$ cat config.mk
export PLATFORM = sky130hd
export DESIGN_NAME = uart_tx_flat
export DESIGN_NICKNAME = d
export VERILOG_FILES = /design/src/rtl/uart_tx_if.sv /design/src/rtl/uart_tx.sv /design/src/flat_wrapper.sv
export SDC_FILE = /design/constraint.sdc
export NUM_CORES = 1
export LEC_CHECK = 0
export BUFFER_PORTS_ARGS = -buffer_cell sky130_fd_sc_hd__buf_2
export CORE_ASPECT_RATIO = 0.7
export CORE_UTILIZATION = 60
export DETAILED_ROUTE_END_ITERATION = 16
export PLACE_DENSITY = 0.85
export SLEW_MARGIN = 20
export SYNTH_ARGS = -nofsm -noshare
export SYNTH_HDL_FRONTEND = slang
export SYNTH_SLANG_ARGS = --single-unit
$ cat constraint.sdc
create_clock -name clk -period 3.1 [get_ports clk]
set_input_delay 0.93 -clock clk [delete_from_list [all_inputs] [get_ports clk]]
set_output_delay 0.93 -clock clk [all_outputs]
set_load 0.05 [all_outputs]
$ cat src/rtl/uart_tx_if.sv
// ============================================================================
// Module  : uart_tx_if
// Purpose : Transmit handshake between the controller (master) and uart_tx.
// Rev     : 1.0  initial release
// ============================================================================
`default_nettype none

interface uart_tx_if;
  logic       tx_en;
  logic [7:0] tx_data;
  logic       busy;
  logic       done;

  modport master (output tx_en, output tx_data, input busy, input done);
  modport slave  (input tx_en, input tx_data, output busy, output done);
endinterface

`default_nettype wire

$ cat src/rtl/uart_tx.sv
// ============================================================================
// Module  : uart_tx
// Purpose : 8N1/8N2 UART transmitter, LSB first, registered outputs.
//           Define UART_TX_PARITY_EN for an even-parity bit (8E1/8E2).
// Rev     : 1.0  initial release
// ============================================================================
`default_nettype none

module uart_tx #(
  parameter int CLKS_PER_BIT = 104,
  parameter int STOP_BITS    = 1
) (
  input  logic     clk,
  input  logic     reset,
  uart_tx_if.slave bus,
  output logic     tx
);

  localparam int                c_CNT_W     = (CLKS_PER_BIT > 1) ? $clog2(CLKS_PER_BIT) : 1;
  localparam logic [c_CNT_W-1:0] c_CNT_LAST = c_CNT_W'(CLKS_PER_BIT - 1);
  localparam logic [2:0]         c_STOP_LAST = 3'(STOP_BITS - 1);

`ifdef UART_TX_PARITY_EN
  typedef enum logic [2:0] {
    S_IDLE   = 3'd0,
    S_START  = 3'd1,
    S_DATA   = 3'd2,
    S_PARITY = 3'd3,
    S_STOP   = 3'd4
  } state_t;
`else
  typedef enum logic [2:0] {
    S_IDLE  = 3'd0,
    S_START = 3'd1,
    S_DATA  = 3'd2,
    S_STOP  = 3'd4
  } state_t;
`endif

  state_t             r_state;
  logic [c_CNT_W-1:0] r_cnt;
  logic [2:0]         r_idx;
  logic [7:0]         r_shift;
  logic               r_tx;
  logic               r_busy;
  logic               r_done;
`ifdef UART_TX_PARITY_EN
  logic               r_parity;
`endif

  logic w_bit_end;
  assign w_bit_end = (r_cnt == c_CNT_LAST);

  assign tx       = r_tx;
  assign bus.busy = r_busy;
  assign bus.done = r_done;

  always_ff @(posedge clk or posedge reset) begin
    if (reset) begin
      r_state  <= S_IDLE;
      r_cnt    <= '0;
      r_idx    <= '0;
      r_shift  <= '0;
      r_tx     <= 1'b1;
      r_busy   <= 1'b0;
      r_done   <= 1'b0;
`ifdef UART_TX_PARITY_EN
      r_parity <= 1'b0;
`endif
    end else begin
      r_done <= 1'b0;
      case (r_state)
        S_IDLE: begin
          // Start bit goes out on the accepting edge so busy is visible next cycle.
          if (bus.tx_en) begin
            r_shift <= bus.tx_data;
            r_tx    <= 1'b0;
            r_busy  <= 1'b1;
            r_cnt   <= '0;
            r_idx   <= '0;
`ifdef UART_TX_PARITY_EN
            r_parity <= ^bus.tx_data;
`endif
            r_state <= S_START;
          end
        end

        S_START: begin
          if (w_bit_end) begin
            r_cnt   <= '0;
            r_tx    <= r_shift[0];
            r_idx   <= '0;
            r_state <= S_DATA;
          end else begin
            r_cnt <= r_cnt + c_CNT_W'(1);
          end
        end

        S_DATA: begin
          if (w_bit_end) begin
            r_cnt <= '0;
            if (r_idx == 3'd7) begin
              r_idx   <= '0;
`ifdef UART_TX_PARITY_EN
              r_tx    <= r_parity;
              r_state <= S_PARITY;
`else
              r_tx    <= 1'b1;
              r_state <= S_STOP;
`endif
            end else begin
              r_shift <= r_shift >> 1;
              r_tx    <= r_shift[1];
              r_idx   <= r_idx + 3'd1;
            end
          end else begin
            r_cnt <= r_cnt + c_CNT_W'(1);
          end
        end

`ifdef UART_TX_PARITY_EN
        S_PARITY: begin
          if (w_bit_end) begin
            r_cnt   <= '0;
            r_tx    <= 1'b1;
            r_state <= S_STOP;
          end else begin
            r_cnt <= r_cnt + c_CNT_W'(1);
          end
        end
`endif

        S_STOP: begin
          // r_idx counts stop bits here; tx_en is deliberately not sampled.
          if (w_bit_end) begin
            r_cnt <= '0;
            if (r_idx == c_STOP_LAST) begin
              r_idx   <= '0;
              r_busy  <= 1'b0;
              r_done  <= 1'b1;
              r_state <= S_IDLE;
            end else begin
              r_idx <= r_idx + 3'd1;
            end
          end else begin
            r_cnt <= r_cnt + c_CNT_W'(1);
          end
        end

        default: begin
          r_tx    <= 1'b1;
          r_busy  <= 1'b0;
          r_state <= S_IDLE;
        end
      endcase
    end
  end

endmodule

`default_nettype wire

$ cat src/flat_wrapper.sv
// flat-port wrapper written by rule: the top's interface ports become plain ports
module uart_tx_flat 
#(
  parameter int CLKS_PER_BIT = 104,
  parameter int STOP_BITS    = 1
)
  (clk, reset, tx, bus_tx_en, bus_tx_data, bus_busy, bus_done);
  uart_tx_if bus_i ();
  input  logic clk;
  input  logic reset;
  output logic tx;
  input wire logic [$bits(bus_i.tx_en)-1:0] bus_tx_en;
  input wire logic [$bits(bus_i.tx_data)-1:0] bus_tx_data;
  output wire logic [$bits(bus_i.busy)-1:0] bus_busy;
  output wire logic [$bits(bus_i.done)-1:0] bus_done;
  assign bus_i.tx_en = bus_tx_en;
  assign bus_i.tx_data = bus_tx_data;
  assign bus_busy = bus_i.busy;
  assign bus_done = bus_i.done;
  uart_tx #(.CLKS_PER_BIT(CLKS_PER_BIT), .STOP_BITS(STOP_BITS)) u_core (.clk(clk), .reset(reset), .bus(bus_i), .tx(tx));
endmodule
==> results.ini <==
[yosys]
yosysSeqAreaShare_pct = 40.8
synthDistinctLibCells = 48
dominantRegCellSynth = dfrtp_1
yosysTopAreaCellShare_pct = 39.0
synth-edff-count = 0
ys_warn_count = 0
avgSynthCellArea_um2 = 10.6
yosysMostFrequentCell = dfrtp_1
synth.area.top_cells = dfrtp_1, mux2_2, mux2_4
ys_seq_elements = 24
synth_largest_area_cell = dfrtp_1
synth_area_um2 = 1480
async_flop_share_pct = 100
synth_cells = 139
synth_common_cells = dfrtp_1, nor2_1, mux2_2, nand2_1, inv_1
synth.net_count = 155

[clock_tree]
postCtsSetupRepairBufs = 0
cts_tree = yes
root_buffer = clkbuf_4
cts_resized = 0
clk_pin_slew_ns = 0.13
insertion_delay_ns = 0.32
clockBufferDepth = 2
cts_hold_buf = 0
cts_buffers = 3
clock_sinks = 24
h-tree-depth = 1

[critical_path]
start_kind = register
cp_data_required_time_ns = 3.31
cp.arrival_ns = 2.37
crit_type = register to register
reg2reg_depth = 4
critical_path.max_fanout = 16
endpoint_kind = register

[sta]
timing.final.max_slew_violations = 0
relSlewSlack_pct = 41.6
finalCritPeriodShare_pct = 69.6
rsz0062_at_grt = false
hold_violations = 0
fin_crit_ns = 2.16
setup_violations = 0
worst_slew_pin_slew_ns = 0.875
timing.fmax_ghz = 0.464
finalWorstSetupSlack_ns = 0.943
skew_ns = 0.00312
setup_tns_ns = 0

[die]
initial_core_util_pct = 65.8
coreArea_um2 = 2240
io_pins = 14
die_h_um = 43.5
rows = 14
die_x_um = 61.3
fp.dieArea_um2 = 2660

[placed_design]
placed_area_um2 = 1530
dp_hpwl_um = 2040
gp_congestion = 0.855
place_inst = 177
post-place-ws_ns = 0.889
place.port_buffers = 13

[final_layout]
drive_gt1_share_pct = 27.5
fin_util_pct = 70.0
design_area_um2 = 1570
diodes = 0
syn_to_final_growth_pct = 6.36
stdcell_count = 181
nNetsFinal = 166

[routing]
antenna_left = 0
firstDrtPassIters = 4
drt_iter0_drc = 70
wl_met1_um = 1250
drc = 0
met2_wirelength_um = 1340
drt_wl_total_um = 2740
via_per_inst = 5.78
vias = 1047
routed.top_layer = met4
wire_per_inst_um = 15.2
met3_length_um = 99

[hold_path]
hold_path.class = register to register
hold_path_depth = 1

[global_route]
antenna_found_initial = 0
globalRoute.totalOverflow = 0
grt_max_degree = 25
grt_first_pass_wirelength_um = 4630
track_usage_pct = 24.3
first_global_vias = 1052

[pwr]
p_leak_nw = 0.757
power.density_nw_per_um2 = 697
peakVddDrop_uv = 456

[outcome]
status = finished clean

[job]
drv_cap = 0

-- stage by stage --
step	total power, W	hold slack (ns)
CTS	0.00110	0.527
detailed placement	0.000933	0.497
finish	0.00109	0.523
global route	0.00117	0.559
global placement	0.000902	0.487
floorplan	0.000844	0.475
-- cells by family (layout without fill, tap and decap cells) --
kind of cell	count (synthesis)	after routing	share of synthesized area, %
simple gates	46	46	19.4
buf+inv	15	25	5.51
compound gates	27	27	13.1
xor+xnor	6	6	3.56
flops	24	24	40.8
mux	15	15	12.6
fa+ha+maj	6	6	4.92
-- cell type report --
type,instances,area (um2)
Timing Repair Buffer,14,72.6
Fill cell,180,673
Sequential cell,24,602
Tap cell,32,40.0
Multi-Input combinational cell,100,792
Clock buffer,4,36.3
Inverter,7,26.3
-- registers in the layout, summed over array words and instances (netlist names) --
signal           count
u_core.bus.busy      1
u_core.r_state       3
u_core.tx            1
u_core.r_cnt         7
u_core.r_idx         3
u_core.r_shift       8
u_core.bus.done      1
-- layout by cell type, fill, tap and decap left out, types with 5 or more instances in the layout --
master / count
dfrtp_1: 23
buf_2: 13
nor2_1: 11
nand2_1: 8
mux2_2: 8
inv_1: 7
nand3_1: 6
o21ai_0: 6
a21oi_1: 6
xnor2_1: 5
mux2_4: 5
ha_1: 5
-- layer usage --
layer / global-route usage [%] / vias to the layer above
li1: - / 514
met1: 31.3 / 506
met2: 38.9 / 19
met3: 7.46 / 8
met4: 8.64 / 0
met5: 0 / -
-- final timing paths --
path | start | to | slack [ns]
max | u_core.r_state[2] | u_core.r_idx[0] | 0.94
min in group asynchronous | reset | u_core.r_shift[3] | 0.77
max reg2reg | u_core.r_state[2] | u_core.r_idx[0] | 0.94
min | u_core.r_shift[5] | u_core.r_shift[5] | 0.52
min reg2reg | u_core.r_shift[5] | u_core.r_shift[5] | 0.52
max in group asynchronous | reset | u_core.r_cnt[3] | 1.79
-- worst max-delay path: stages (launching register included) --
cell and delay [ns]:
dfrtp_1 0.62, maj3_1 0.56, nor2_1 0.20, and2_1 0.31
mux2_1 0.36
-- power by group --
| part | leakage (nW) | internal [W] | switching, W |
|---|---|---|---|
| Sequential | 0.291 | 0.000441 | 0.0000940 |
| Clock | 0.0210 | 0.0000719 | 0.0000933 |
| Combinational | 0.445 | 0.000183 | 0.000210 |
| Total | 0.757 | 0.000696 | 0.000397 |
(Power assumes the default switching activity.)
